===== src/rtl/msg_pkg.sv =====
// Shared message-format definitions: widths, header field positions,
// the tap sequencer state enum and small helper functions.
package msg_pkg;

    localparam int MSG_WIDTH        = 32;
    localparam int MSG_LENGTH_WIDTH = 10;
    localparam int MSG_ID_WIDTH     = 10;

    // Header layout: flag | length | 4 zero bits | id | 7 zero bits
    localparam int HDR_FLAG_BIT = MSG_WIDTH - 1;
    localparam int HDR_LEN_LSB  = HDR_FLAG_BIT - MSG_LENGTH_WIDTH;
    localparam int HDR_ID_LSB   = 7;

    typedef enum logic [1:0] {
        S_IDLE = 2'd0,
        S_HDR  = 2'd1,
        S_TAPS = 2'd2
    } seq_state_t;

    // Ceiling log2, never less than 1 so a counter always has a bit.
    function automatic int clog2(input int value);
        int r;
        int v;
        r = 0;
        v = value - 1;
        while (v > 0) begin
            r = r + 1;
            v = v >> 1;
        end
        return (r < 1) ? 1 : r;
    endfunction

    // Builds a header word with all reserved bits zero.
    function automatic logic [MSG_WIDTH-1:0] pack_header(
        input logic [MSG_LENGTH_WIDTH-1:0] len,
        input logic [MSG_ID_WIDTH-1:0]     id
    );
        logic [MSG_WIDTH-1:0] w;
        w = '0;
        w[HDR_FLAG_BIT] = 1'b1;
        w[HDR_LEN_LSB +: MSG_LENGTH_WIDTH] = len;
        w[HDR_ID_LSB +: MSG_ID_WIDTH] = id;
        return w;
    endfunction

endpackage


===== src/rtl/msg_header_decode.sv =====
// Combinational split of a message word into header fields and payload.
module msg_header_decode
    import msg_pkg::*;
(
    input  logic [MSG_WIDTH-1:0]        in_msg,
    output logic                        is_header,
    output logic [MSG_LENGTH_WIDTH-1:0] length,
    output logic [MSG_ID_WIDTH-1:0]     id,
    output logic [MSG_WIDTH-2:0]        payload
);

    // Field extraction; payload is everything below the header flag.
    always_comb begin
        is_header = in_msg[HDR_FLAG_BIT];
        length    = in_msg[HDR_LEN_LSB +: MSG_LENGTH_WIDTH];
        id        = in_msg[HDR_ID_LSB +: MSG_ID_WIDTH];
        payload   = in_msg[MSG_WIDTH-2:0];
    end

endmodule


===== src/rtl/filterbank_tap_sequencer.sv =====
// Splits one filterbank coefficient load (header + N*FLTLEN taps) into N
// per-filter loads (header + FLTLEN taps) on the shared filter message bus.
//
// Handshake: an input word is consumed on any rising edge where
// in_msg_valid and in_msg_ready are both high; in_msg_ready is registered
// and does not depend on in_msg_valid. out_msg_nd is a one-cycle strobe
// with no back-pressure; out_sel names the filter that should take it.
module filterbank_tap_sequencer #(
    parameter int N                = 8,
    parameter int FLTLEN           = 10,
    parameter int ID               = 0,
    parameter int MSG_WIDTH        = 32,
    parameter int MSG_LENGTH_WIDTH = 10
) (
    input  logic                           clk,
    input  logic                           rst,
    input  logic [MSG_WIDTH-1:0]           in_msg,
    input  logic                           in_msg_valid,
    output logic                           in_msg_ready,
    output logic [MSG_WIDTH-1:0]           out_msg,
    output logic                           out_msg_nd,
    output logic [msg_pkg::clog2(N)-1:0]   out_sel,
    output logic                           busy,
    output logic                           done,
    output logic                           error,
    output logic                           err_length,
    output logic                           err_abort,
    output msg_pkg::seq_state_t            dbg_state
);

    import msg_pkg::*;

    localparam int SEL_W = clog2(N);
    localparam int POS_W = clog2(FLTLEN);

    localparam logic [MSG_LENGTH_WIDTH-1:0] LOAD_LEN    = MSG_LENGTH_WIDTH'(N * FLTLEN);
    localparam logic [MSG_LENGTH_WIDTH-1:0] FLT_HDR_LEN = MSG_LENGTH_WIDTH'(FLTLEN);
    localparam logic [MSG_ID_WIDTH-1:0]     OWN_ID      = MSG_ID_WIDTH'(ID);
    localparam logic [POS_W-1:0]            LAST_POS    = POS_W'(FLTLEN - 1);
    localparam logic [SEL_W-1:0]            LAST_FILT   = SEL_W'(N - 1);

    seq_state_t             state;
    logic [SEL_W-1:0]       filt;
    logic [POS_W-1:0]       pos;

    logic                        dec_is_header;
    logic [MSG_LENGTH_WIDTH-1:0] dec_length;
    logic [MSG_ID_WIDTH-1:0]     dec_id;
    logic [MSG_WIDTH-2:0]        dec_payload;

    logic accept;
    logic hdr_match;
    logic hdr_good;
    logic hdr_bad;

    msg_header_decode u_decode (
        .in_msg    (in_msg),
        .is_header (dec_is_header),
        .length    (dec_length),
        .id        (dec_id),
        .payload   (dec_payload)
    );

    // Classification of the word currently offered on the input.
    always_comb begin
        accept    = in_msg_valid & in_msg_ready;
        hdr_match = dec_is_header && (dec_id == OWN_ID);
        hdr_good  = hdr_match && (dec_length == LOAD_LEN);
        hdr_bad   = hdr_match && (dec_length != LOAD_LEN);
    end

    assign dbg_state = state;

    // Sequencer FSM; ready and busy are registered alongside each state move.
    always_ff @(posedge clk) begin
        if (rst) begin
            state        <= S_IDLE;
            filt         <= '0;
            pos          <= '0;
            in_msg_ready <= 1'b0;
            out_msg      <= '0;
            out_msg_nd   <= 1'b0;
            out_sel      <= '0;
            busy         <= 1'b0;
            done         <= 1'b0;
            error        <= 1'b0;
            err_length   <= 1'b0;
            err_abort    <= 1'b0;
        end else begin
            out_msg_nd <= 1'b0;
            done       <= 1'b0;
            case (state)
                S_IDLE: begin
                    in_msg_ready <= 1'b1;
                    busy         <= 1'b0;
                    if (accept && hdr_bad) begin
                        err_length <= 1'b1;
                        error      <= 1'b1;
                    end
                    if (accept && hdr_good) begin
                        filt         <= '0;
                        state        <= S_HDR;
                        in_msg_ready <= 1'b0;
                        busy         <= 1'b1;
                    end
                end

                S_HDR: begin
                    // The per-filter header carries the filter index in its ID field.
                    out_msg      <= pack_header(FLT_HDR_LEN, MSG_ID_WIDTH'(filt));
                    out_msg_nd   <= 1'b1;
                    out_sel      <= filt;
                    pos          <= '0;
                    state        <= S_TAPS;
                    in_msg_ready <= 1'b1;
                    busy         <= 1'b1;
                end

                S_TAPS: begin
                    if (accept && dec_is_header) begin
                        // Any header aborts; it is then judged like an idle header.
                        err_abort <= 1'b1;
                        error     <= 1'b1;
                        if (hdr_bad) begin
                            err_length <= 1'b1;
                        end
                        if (hdr_good) begin
                            filt         <= '0;
                            state        <= S_HDR;
                            in_msg_ready <= 1'b0;
                            busy         <= 1'b1;
                        end else begin
                            state        <= S_IDLE;
                            in_msg_ready <= 1'b1;
                            busy         <= 1'b0;
                        end
                    end else if (accept) begin
                        out_msg    <= {1'b0, dec_payload};
                        out_msg_nd <= 1'b1;
                        out_sel    <= filt;
                        if (pos == LAST_POS) begin
                            if (filt == LAST_FILT) begin
                                state <= S_IDLE;
                                busy  <= 1'b0;
                                done  <= 1'b1;
                            end else begin
                                filt         <= filt + SEL_W'(1);
                                state        <= S_HDR;
                                in_msg_ready <= 1'b0;
                            end
                        end else begin
                            pos <= pos + POS_W'(1);
                        end
                    end
                end

                default: begin
                    state        <= S_IDLE;
                    in_msg_ready <= 1'b1;
                    busy         <= 1'b0;
                end
            endcase
        end
    end

endmodule


===== config.mk =====
export PLATFORM = sky130hd
export DESIGN_NAME = filterbank_tap_sequencer
export DESIGN_NICKNAME = d
export VERILOG_FILES = /design/src/rtl/msg_pkg.sv /design/src/rtl/msg_header_decode.sv /design/src/rtl/filterbank_tap_sequencer.sv
export SDC_FILE = /design/constraint.sdc
export NUM_CORES = 1
export LEC_CHECK = 0
export ABC_CLOCK_PERIOD_IN_PS = 3100
export BUFFER_PORTS_ARGS = -buffer_cell sky130_fd_sc_hd__buf_2
export CELL_PAD_IN_SITES_DETAIL_PLACEMENT = 2
export CELL_PAD_IN_SITES_GLOBAL_PLACEMENT = 2
export CORE_MARGIN = 4
export CORE_UTILIZATION = 30
export CTS_BUF_LIST = sky130_fd_sc_hd__clkbuf_4 sky130_fd_sc_hd__clkbuf_8
export DETAILED_ROUTE_END_ITERATION = 8
export PLACE_DENSITY_LB_ADDON = 0.1
export SLEW_MARGIN = 20
export SYNTH_ARGS = -nofsm -noshare
export SYNTH_HDL_FRONTEND = slang
export SYNTH_SLANG_ARGS = --single-unit

===== constraint.sdc =====
create_clock -name clk -period 3.1 [get_ports clk]
set_input_delay 0.155 -clock clk [delete_from_list [all_inputs] [get_ports clk]]
set_output_delay 0.155 -clock clk [all_outputs]
set_load 0.01 [all_outputs]

==> impl_metrics.prom <==
# TYPE chip_impl_metric gauge
chip_impl_info{name="status",value="complete, no violations"} 1
chip_impl_metric{name="finalCriticalPeriod",unit="ns"} 2.29
chip_impl_info{name="worstSetupPathType",value="register to register"} 1
chip_impl_metric{name="hpwl",unit="µm"} 5080
chip_impl_info{name="hold_path_startpoint",value="in_msg[17]"} 1
chip_impl_metric{name="worstMarginPinSlew",unit="ns"} 0.698
chip_impl_metric{name="via_count",unit=""} 2034
chip_impl_metric{name="area_growth",unit="%"} 26.4
chip_impl_info{name="dominantRegCellSynth",value="dfxtp_1"} 1
chip_impl_metric{name="maximum_clock_insertion_buffer_count",unit=""} 2
chip_impl_metric{name="cts.repair_timing.setup_buffer_count",unit=""} 0
chip_impl_metric{name="post-route-util",unit="%"} 39.4
chip_impl_metric{name="share_of_total_power_in_combinational_logic",unit="%"} 17.5
chip_impl_metric{name="holdBufCountCts",unit=""} 0
chip_impl_metric{name="drt_wl_total",unit="µm"} 6780
chip_impl_metric{name="yosysWarningCount",unit=""} 0
chip_impl_metric{name="cts_inserted_buffers",unit=""} 5
chip_impl_metric{name="final_cell_area",unit="µm²"} 2710
chip_impl_metric{name="diodes",unit=""} 0
chip_impl_metric{name="pin_count",unit=""} 79
chip_impl_metric{name="vdd.ir_drop.worst",unit="µV"} 163
chip_impl_metric{name="final.hold.worst_slack",unit="ns"} 0.0835
chip_impl_metric{name="total_power",unit="mW"} 1.44
chip_impl_metric{name="detailed_place.area",unit="µm²"} 2590
chip_impl_metric{name="cts_num_sinks",unit=""} 51
chip_impl_metric{name="first_global_vias",unit=""} 2189
chip_impl_metric{name="core_area",unit="µm²"} 6870
chip_impl_metric{name="synthesis.instances",unit=""} 236
chip_impl_info{name="min_to",value="out_msg[17]$_SDFFE_PP0P_"} 1
chip_impl_metric{name="postRouteAntennaNets",unit=""} 0
chip_impl_info{name="clockRootBuffer",value="clkbuf_8"} 1
chip_impl_metric{name="antenna_found_initial",unit=""} 0
chip_impl_metric{name="grt_pass1_wl",unit="µm"} 11100
chip_impl_metric{name="internal-power",unit="mW"} 1.04
chip_impl_info{name="worstHoldPathType",value="input port to register"} 1
chip_impl_metric{name="seqPwrFrac",unit="%"} 48.9
chip_impl_metric{name="cp_data_required_time",unit="ns"} 3.25
chip_impl_metric{name="final_critical_path_setup_slack",unit="ns"} 0.814
chip_impl_metric{name="synth_edf_count",unit=""} 0
chip_impl_metric{name="setup-tns-final",unit="ns"} 0
chip_impl_metric{name="grt_max_degree",unit=""} 37
chip_impl_metric{name="fmax",unit="MHz"} 437
chip_impl_metric{name="post_synthesis_sequential_area_ratio",unit="%"} 47.7
chip_impl_metric{name="final_gp_congestion",unit=""} 0.720
chip_impl_info{name="critical_path.reg2reg.startpoint",value="dbg_state[0]$_SDFFE_PP0P_"} 1
chip_impl_metric{name="fin_crit_sh",unit="%"} 73.7
chip_impl_metric{name="drv_cap",unit=""} 0
chip_impl_metric{name="fp.dieH",unit="µm"} 92.5
chip_impl_metric{name="power.net_switching",unit="µW"} 400
chip_impl_metric{name="num-nets-final",unit=""} 352
chip_impl_metric{name="syn_avg_cell_area",unit="µm²"} 9.07
chip_impl_metric{name="wl_per_cell",unit="µm"} 16.7
chip_impl_metric{name="dpl_worst_slack",unit="ns"} 0.837
chip_impl_metric{name="netlist-cell-type-count",unit=""} 42
chip_impl_metric{name="syn-cell-area",unit="µm²"} 2140
chip_impl_metric{name="remaining_drc_errors",unit=""} 0
chip_impl_metric{name="regToRegSetupSlack",unit="ns"} 0.81
chip_impl_metric{name="clk-insertion-delay-late",unit="ns"} 0.30
chip_impl_metric{name="cellLeakagePower",unit="nW"} 1.17
chip_impl_info{name="worstSetupEndpointType",value="register"} 1
chip_impl_metric{name="io_buffers",unit=""} 78
chip_impl_metric{name="reg2reg_depth",unit=""} 7
chip_impl_metric{name="firstDrtPassIters",unit=""} 4
chip_impl_info{name="critPathLaunchType",value="register"} 1
chip_impl_metric{name="total_global_routing_overflow",unit=""} 0
chip_impl_info{name="r2r-end",value="filt[0]$_SDFFE_PP0P_"} 1
chip_impl_metric{name="rows",unit=""} 30
chip_impl_metric{name="setup_violations",unit=""} 0
chip_impl_metric{name="timing_max_transition_violations_final",unit=""} 0
chip_impl_metric{name="worst_clock_skew",unit="ns"} 0.00823
chip_impl_metric{name="viasPerCell",unit=""} 5.01
chip_impl_metric{name="initial_core_util",unit="%"} 31.2
chip_impl_metric{name="htree_levels",unit=""} 2
chip_impl_metric{name="data_arrival_time_at_the_worst_slack_endpoint",unit="ns"} 2.44
chip_impl_metric{name="ys_seq_elements",unit=""} 51
chip_impl_metric{name="power_switching_share",unit="%"} 27.9
chip_impl_metric{name="clkPwrFrac",unit="%"} 33.6
chip_impl_metric{name="synth_async_sr_flop_share",unit="%"} 0
chip_impl_metric{name="hold-path-cell-count",unit=""} 3
chip_impl_metric{name="syn_nets",unit=""} 279
chip_impl_metric{name="drt_first_iter_violations",unit=""} 55
chip_impl_metric{name="critical_path_peak_fanout",unit=""} 15
chip_impl_metric{name="cellPowerDensity",unit="nW/µm²"} 531
chip_impl_metric{name="cts_resized",unit=""} 0
chip_impl_metric{name="final_cell_count_no_fill",unit=""} 406
chip_impl_metric{name="dp.cells",unit=""} 398
chip_impl_metric{name="final_layout_size_suffix_gt1_share",unit="%"} 30.3
chip_impl_metric{name="globalRouteTotalUtil",unit="%"} 16.2
chip_impl_metric{name="floorplan.die.width",unit="µm"} 92.5
chip_impl_metric{name="max-slew-margin-rel",unit="%"} 53.5
chip_impl_info{name="unrepaired_setup_endpoints_after_global_routing",value="false"} 1
chip_impl_metric{name="worst_setup_hold_path_clk_slew",unit="ns"} 0.09
chip_impl_metric{name="fp.dieArea",unit="µm²"} 8550
chip_impl_metric{name="timing_hold_violations_final",unit=""} 0
chip_impl_info{name="clock_tree_from_tritoncts",value="done"} 1
metal layers:
| layer | share of wire, % | vias up | global-route usage (%) |
|---|---|---|---|
| li1 | - | 981 | - |
| met1 | 43 | 1000 | 20.6 |
| met2 | 51 | 48 | 27.7 |
| met3 | 5.2 | 5 | 3.66 |
| met4 | 0.83 | 0 | 4.08 |
| met5 | 0 | - | 0 |
cell type report:
type / count / area (µm²)
clock buffer: 6 / 82.6
clock inverter: 2 / 35.0
fill: 805 / 4160
inverter: 8 / 30.0
multi-input combinational: 162 / 1000
sequential: 51 / 1020
tap: 96 / 120
timing repair buffer: 81 / 413
Yosys cell counts, types with 2 or more instances:
library cell  count  area [µm²]
mux2i_1           3        30.0
and3_1            2        12.5
a22oi_1          26         195
clkbuf_1          8        30.0
nand4_1           4        25.0
inv_1             8        30.0
dfxtp_1          51        1020
nand2_1          15        56.3
o22ai_1           2        12.5
xor2_1            2        17.5
buf_6             2        22.5
o21ai_0           4        20.0
a31oi_1           2        12.5
a211o_1           2        17.5
o21a_1            2        15.0
and2_1            2        12.5
nand3_1           6        30.0
buf_2             3        15.0
nor3_1            6        30.0
a21oi_1          16        80.1
a211oi_1          3        22.5
ha_1              8         100
nor2_1           40         150
cells by family (layout without fill, tap and decap cells):
family                     Yosys count  count (layout)  synth area share [%]
and+or+nand+nor                     89              89                  21.1
AOI/OAI and AO/OA                   60              60                  18.9
DFF                                 51              51                  47.7
buffers and inverters               23              97                  5.38
adders and majority gates            8               8                  4.68
muxes                                3               3                  1.40
xor gates and xnor gates             2               2                 0.818
state kept, by name (all words and copies together), names as in the netlist:
| register | count |
|---|---|
| out_msg | 32 |
| done | 1 |
| filt | 3 |
| dbg_state | 2 |
| out_msg_nd | 1 |
| in_msg_ready | 1 |
| pos | 4 |
| error | 1 |
| out_sel | 3 |
| err_length | 1 |
| busy | 1 |
| err_abort | 1 |
worst max-delay path: stages (launching register included):
cell     delay [ns]
dfxtp_1        0.36
inv_1          0.10
ha_1           0.55
and4b_1        0.45
nand2_1        0.13
or3_1          0.38
nand3_1        0.11
a21oi_1        0.06
how the worst max path moves through the flow:
stage / start / end / slack, ns / cells after the start
finish: dbg_state[0]$_SDFFE_PP0P_ / filt[0]$_SDFFE_PP0P_ / 0.81 / 7
global route: dbg_state[0]$_SDFFE_PP0P_ / filt[1]$_SDFFE_PP0P_ / 0.62 / 7
CTS: dbg_state[0]$_SDFFE_PP0P_ / filt[0]$_SDFFE_PP0P_ / 0.80 / 7
detailed placement: dbg_state[0]$_SDFFE_PP0P_ / filt[0]$_SDFFE_PP0P_ / 0.84 / 7
global placement: dbg_state[0]$_SDFFE_PP0P_ / filt[1]$_SDFFE_PP0P_ / 0.87 / 7
floorplan: dbg_state[0]$_SDFFE_PP0P_ / out_msg[13]$_SDFFE_PP0P_ / 1.25 / 9
placed cells by master (no fill, tap or decap), types with 4 or more instances in the layout:
cell type,n
o21ai_0,4
ha_1,8
clkbuf_8,6
nand3_1,6
inv_1,8
dfxtp_1,51
a22oi_1,26
nor2_1,40
nand4_1,4
a21oi_1,16
nor3_1,6
nand2_1,15
buf_2,78
power groups by stage:
| stage | logic (mW) | clock network [mW] | registers, mW |
|---|---|---|---|
| after floorplan | 0.136 | 0 | 0.730 |
| after global placement | 0.252 | 0 | 0.717 |
| after detailed placement | 0.257 | 0 | 0.718 |
| after CTS | 0.259 | 0.507 | 0.703 |
| after global routing | 0.282 | 0.530 | 0.708 |
| final | 0.252 | 0.482 | 0.702 |
No activity file was read; power rests on OpenSTA's default activity.
